File: config.mk
export PLATFORM = sky130hd
export DESIGN_NAME = scalar_mult_requester
export DESIGN_NICKNAME = d
export VERILOG_FILES = /design/src/rtl/scalar_mult_requester_pkg.sv /design/src/rtl/scalar_mult_requester.sv
export SDC_FILE = /design/constraint.sdc
export NUM_CORES = 1
export LEC_CHECK = 0
export ABC_AREA = 1
export BUFFER_PORTS_ARGS = -buffer_cell sky130_fd_sc_hd__clkbuf_2
export CAP_MARGIN = 20
export CORE_AREA = 5 5 608 610
export CTS_BUF_LIST = sky130_fd_sc_hd__clkbuf_4 sky130_fd_sc_hd__clkbuf_8
export DETAILED_ROUTE_END_ITERATION = 12
export DIE_AREA = 0 0 613 615
export GPL_TIMING_DRIVEN = 1
export HOLD_SLACK_MARGIN = 0.15
export SETUP_SLACK_MARGIN = 0.02
export SLEW_MARGIN = 20
export SYNTH_ARGS = -nofsm -noshare
export SYNTH_HDL_FRONTEND = slang
export SYNTH_SLANG_ARGS = --single-unit
File: constraint.sdc
create_clock -name clk -period 47.1 [get_ports clk]
set_clock_uncertainty 0.05 [all_clocks]
set_input_delay 9.42 -clock clk [delete_from_list [all_inputs] [get_ports clk]]
set_output_delay 9.42 -clock clk [all_outputs]
set_load 0.1 [all_outputs]
File: src/rtl/scalar_mult_requester_pkg.sv
// Shared widths, sequencer state encoding and scalar clamping for the
// scalar_multiplication requester and future X25519 wrappers.
package scalar_mult_requester_pkg;

  localparam int FIELD_W = 255;
  localparam int CYCLE_W = 32;

  typedef enum logic [1:0] {
    IDLE = 2'd0,
    LOAD = 2'd1,
    RUN  = 2'd2,
    RESP = 2'd3
  } state_t;

  // X25519 clamp: clear the cofactor bits and force the top bit.
  function automatic logic [FIELD_W-1:0] clamp_scalar(input logic [FIELD_W-1:0] k);
    logic [FIELD_W-1:0] r;
    r            = k;
    r[2:0]       = 3'b000;
    r[FIELD_W-1] = 1'b1;
    return r;
  endfunction

endpackage

File: src/rtl/scalar_mult_requester.sv
// Request/response sequencer around one scalar_multiplication core: loads
// operands, pulses the core reset, waits for done or a timeout, returns x_q.
module scalar_mult_requester
  import scalar_mult_requester_pkg::*;
#(
  parameter int RST_CYCLES = 2,
  parameter int TIMEOUT    = 1000000,
  parameter bit CLAMP      = 1'b1
) (
  input  logic               clk,
  input  logic               rst,
  input  logic               req_valid,
  output logic               req_ready,
  input  logic [FIELD_W-1:0] req_k,
  input  logic [FIELD_W-1:0] req_x,
  output logic               rsp_valid,
  input  logic               rsp_ready,
  output logic [FIELD_W-1:0] rsp_x,
  output logic [CYCLE_W-1:0] rsp_cycles,
  output logic               rsp_timeout,
  output logic               busy,
  output logic [FIELD_W-1:0] core_k,
  output logic [FIELD_W-1:0] core_x_p,
  output logic               core_rst,
  input  logic [FIELD_W-1:0] core_x_q,
  input  logic               core_done
);

  localparam int RST_W = $clog2(RST_CYCLES + 1);
  localparam logic [RST_W-1:0]   RST_LAST = RST_W'(RST_CYCLES - 1);
  localparam logic [CYCLE_W-1:0] CNT_LAST = CYCLE_W'(TIMEOUT - 1);

  state_t             r_state;
  logic [RST_W-1:0]   r_rst_cnt;
  logic [CYCLE_W-1:0] r_cnt;
  logic [FIELD_W-1:0] r_core_k;
  logic [FIELD_W-1:0] r_core_x_p;
  logic [FIELD_W-1:0] r_rsp_x;
  logic [CYCLE_W-1:0] r_rsp_cycles;
  logic               r_rsp_timeout;
  logic [FIELD_W-1:0] w_k_in;

  assign w_k_in = CLAMP ? clamp_scalar(req_k) : req_k;

  always_ff @(posedge clk or posedge rst) begin
    if (rst) begin
      r_state       <= IDLE;
      r_rst_cnt     <= '0;
      r_cnt         <= '0;
      r_core_k      <= '0;
      r_core_x_p    <= '0;
      r_rsp_x       <= '0;
      r_rsp_cycles  <= '0;
      r_rsp_timeout <= 1'b0;
    end else begin
      case (r_state)
        IDLE: begin
          if (req_valid) begin
            r_core_k   <= w_k_in;
            r_core_x_p <= req_x;
            r_rst_cnt  <= '0;
            r_state    <= LOAD;
          end
        end
        LOAD: begin
          if (r_rst_cnt == RST_LAST) begin
            r_cnt   <= '0;
            r_state <= RUN;
          end else begin
            r_rst_cnt <= r_rst_cnt + RST_W'(1);
          end
        end
        RUN: begin
          // done wins over timeout when both land on the last allowed cycle
          if (core_done) begin
            r_rsp_x       <= core_x_q;
            r_rsp_cycles  <= r_cnt;
            r_rsp_timeout <= 1'b0;
            r_state       <= RESP;
          end else if (r_cnt == CNT_LAST) begin
            r_rsp_x       <= '0;
            r_rsp_cycles  <= CYCLE_W'(TIMEOUT);
            r_rsp_timeout <= 1'b1;
            r_state       <= RESP;
          end else begin
            r_cnt <= r_cnt + CYCLE_W'(1);
          end
        end
        RESP: begin
          if (rsp_ready) begin
            r_state <= IDLE;
          end
        end
        default: r_state <= IDLE;
      endcase
    end
  end

  // Outputs decode from state so an async reset takes effect immediately.
  assign req_ready   = (r_state == IDLE);
  assign rsp_valid   = (r_state == RESP);
  assign busy        = (r_state == LOAD) || (r_state == RUN);
  assign core_rst    = (r_state != RUN);
  assign core_k      = r_core_k;
  assign core_x_p    = r_core_x_p;
  assign rsp_x       = r_rsp_x;
  assign rsp_cycles  = r_rsp_cycles;
  assign rsp_timeout = r_rsp_timeout;

endmodule

==> flow_metrics.tcl <==
set metrics [dict create \
    outcome "complete, no violations" \
    cp_common_cell "inv_1" \
    fin_crit_sh 0.263 \
    yosys_most_used_dff "dfrtp_1" \
    die_w_um 613 \
    grt_first_pass_wirelength_mm 373 \
    wl_per_cell_um 33.4 \
    worstSetupPathDepth 4 \
    synth_edf_count 0 \
    min_period_ns 12.40 \
    root_buffer "clkbuf_8" \
    synth.area.top_cells "dfrtp_1 (64%), mux2_2 (17%), nand2_1 (7.6%)" \
    hp-class "reg2reg" \
    async_flop_share 1.00 \
    rows 222 \
    portBuffers 1564 \
    cts_hold_buf 0 \
    dr.pass1.iters 5 \
    syn_area_mm2 0.0326 \
    antenna_left 0 \
    hpwlAfterDp_mm 273 \
    fillers 41445 \
    yosys.area.top_type "dfrtp_1" \
    fin_tns_setup_ns 0 \
    slew_headroom 0.246 \
    rrSetupSlack_ns 43.13 \
    die_area_mm2 0.377 \
    yosysWarnings 0 \
    syn_inst 2674 \
    cp-endpoint "core_rst" \
    grt_max_degree 170 \
    report.final.hold_viol_count 0 \
    dpl_cell_area_mm2 0.0458 \
    arrival_ns 2.93 \
    place_congestion 0.962 \
    wl_mm 311 \
    ioPinCount 1572 \
    slowest_stage "ha_1" \
    remaining_drc_errors 0 \
    drive_gt1_frac 0.554 \
    antenna_found_initial 401 \
    synth_top_area_frac 0.638 \
    synth_common_cells "dfrtp_1 (831), nand2_1 (661), mux2_2 (506), nand3_1 (279), nor2_1 (72)" \
    ys_seq_area_frac 0.638 \
    h-tree-depth 4 \
    path_buf_inv 3 \
    cp_data_required_time_ns 37.63 \
    max_freq_mhz 80.6 \
    r2r_start "r_state[0]" \
    die_h_um 615 \
    max_cap_violations 0 \
    vias 29363 \
    cts_buffers 181 \
    endpoint_kind "output port" \
    clock_latency_ns 1.00 \
    yosysMostFrequentCell "dfrtp_1" \
    drt_iter0_drc 2185 \
    final_area_mm2 0.0500 \
    cts_resized 0 \
    cts_tree "yes" \
    cts.path.max_buffers 4 \
    area.growth.synth_to_final_pct 53.5 \
    crit_start "r_state[0]" \
    grt_pass1_vias 28477 \
    crit_chain "inv_1, ha_1, inv_1, clkbuf_2" \
    core-area_mm2 0.364 \
    cts.sinks 831 \
    postCtsSetupRepairBufs 0 \
    slew_violations 0 \
    crit_family "adder cells" \
    timing.rr.end "rsp_x[49]" \
    crit_fanout 12 \
    hp-start "core_k[254]" \
    setup_viol_count_final 0 \
    final_nets 5069 \
    worstSetupPathType "reg2out" \
    clkTransAtPathRegs_ns 0.06 \
    tightest_slew_ns 1.13 \
    start_kind "flip-flop" \
    initial_core_util 0.0896 \
    synth-seq-cells 831 \
    overflow 0 \
    r2r_cells 7 \
    grt_util_all_layers 0.159 \
    grt_setup_unrepaired "no" \
    syn_avg_cell_area_um2 12.2 \
    critical-path-max-stage-delay_ns 0.80 \
    ys_types 33 \
    viasPerCell 3.15 \
]
per-layer routing:
layer / wire [um] / up-vias / part of all wire / GRT usage
met1: 111000 / 14090 / 0.35 / 0.168
met5: 1290 / - / 0.0041 / 0
met4: 13600 / 206 / 0.044 / 0.0556
li1: - / 12264 / - / -
met2: 129000 / 1956 / 0.41 / 0.232
met3: 57200 / 847 / 0.18 / 0.133
sequential cells by signal (all words and copies together) (netlist names):
register and flops:
rsp_cycles 32, r_rst_cnt 2, rsp_x 255, rsp_timeout 1, r_state 2, core_x_p 255
core_k 252, r_cnt 32
metrics by stage:
step | hold WS, ns | setup slack [ns] | utilization | cells
2_1_floorplan | 0.421 | 14.29 | - | 2676
3_3_place_gp | 0.409 | 34.19 | 0.126 | 8926
3_5_place_dp | 0.422 | 34.16 | 0.126 | 8926
4_1_cts | 0.438 | 34.57 | 0.137 | 9241
5_1_grt | 0.459 | 34.54 | 0.137 | 9283
6_report | 0.426 | 34.70 | 0.138 | 9315
cell usage in the layout, fill, tap and decap left out, types with 28 or more instances in the layout:
cell and n:
nand2_1 659, nor2_1 72, clkbuf_4 51, dfrtp_1 831
inv_1 45, clkbuf_8 210, diode_2 74, nand3_1 279
o21ai_1 28, mux2_2 506, clkbuf_2 1564
cell families (layout without fill, tap and decap cells):
| kind of cell | count (synthesis) | after routing | share of synthesized area |
|---|---|---|---|
| compound gates | 52 | 52 | 0.00852 |
| fa+ha+maj | 6 | 6 | 0.00230 |
| mux | 506 | 506 | 0.175 |
| flops | 831 | 831 | 0.638 |
| simple gates | 1051 | 1051 | 0.138 |
| other cells | 1 | 77 | 0.000115 |
| xor+xnor | 20 | 20 | 0.00537 |
| buf+inv | 207 | 1956 | 0.0336 |
cell type report:
class	count	area, um2	share of cell area
clock inverter	54	749	0.0150
inverter	49	199	0.00398
clock buffer	261	3270	0.0654
tap	4816	6030	0.120
multi-input combinational	1638	10700	0.215
timing repair buffer	1592	8070	0.161
antenna	74	185	0.00370
sequential	831	20800	0.416
how the worst min path moves through the flow:
stage                   to  cells after the start
5_1_grt        core_k[254]                      2
3_3_place_gp   core_k[254]                      2
3_5_place_dp   core_k[254]                      2
6_report       core_k[254]                      2
2_1_floorplan    r_cnt[31]                      2
4_1_cts        core_k[254]                      2
worst register-to-register path, delay by kind of cell (launching register included):
kind,cells,cell delay (ns)
adders and majority gates,1,0.80
buffers and inverters,3,1.46
DFF,1,0.40
and+or+nand+nor,3,1.15
Power is left out: the tool's default activity adds up to more than one toggle a clock period on the data nets, which glitch-free logic cannot reach.
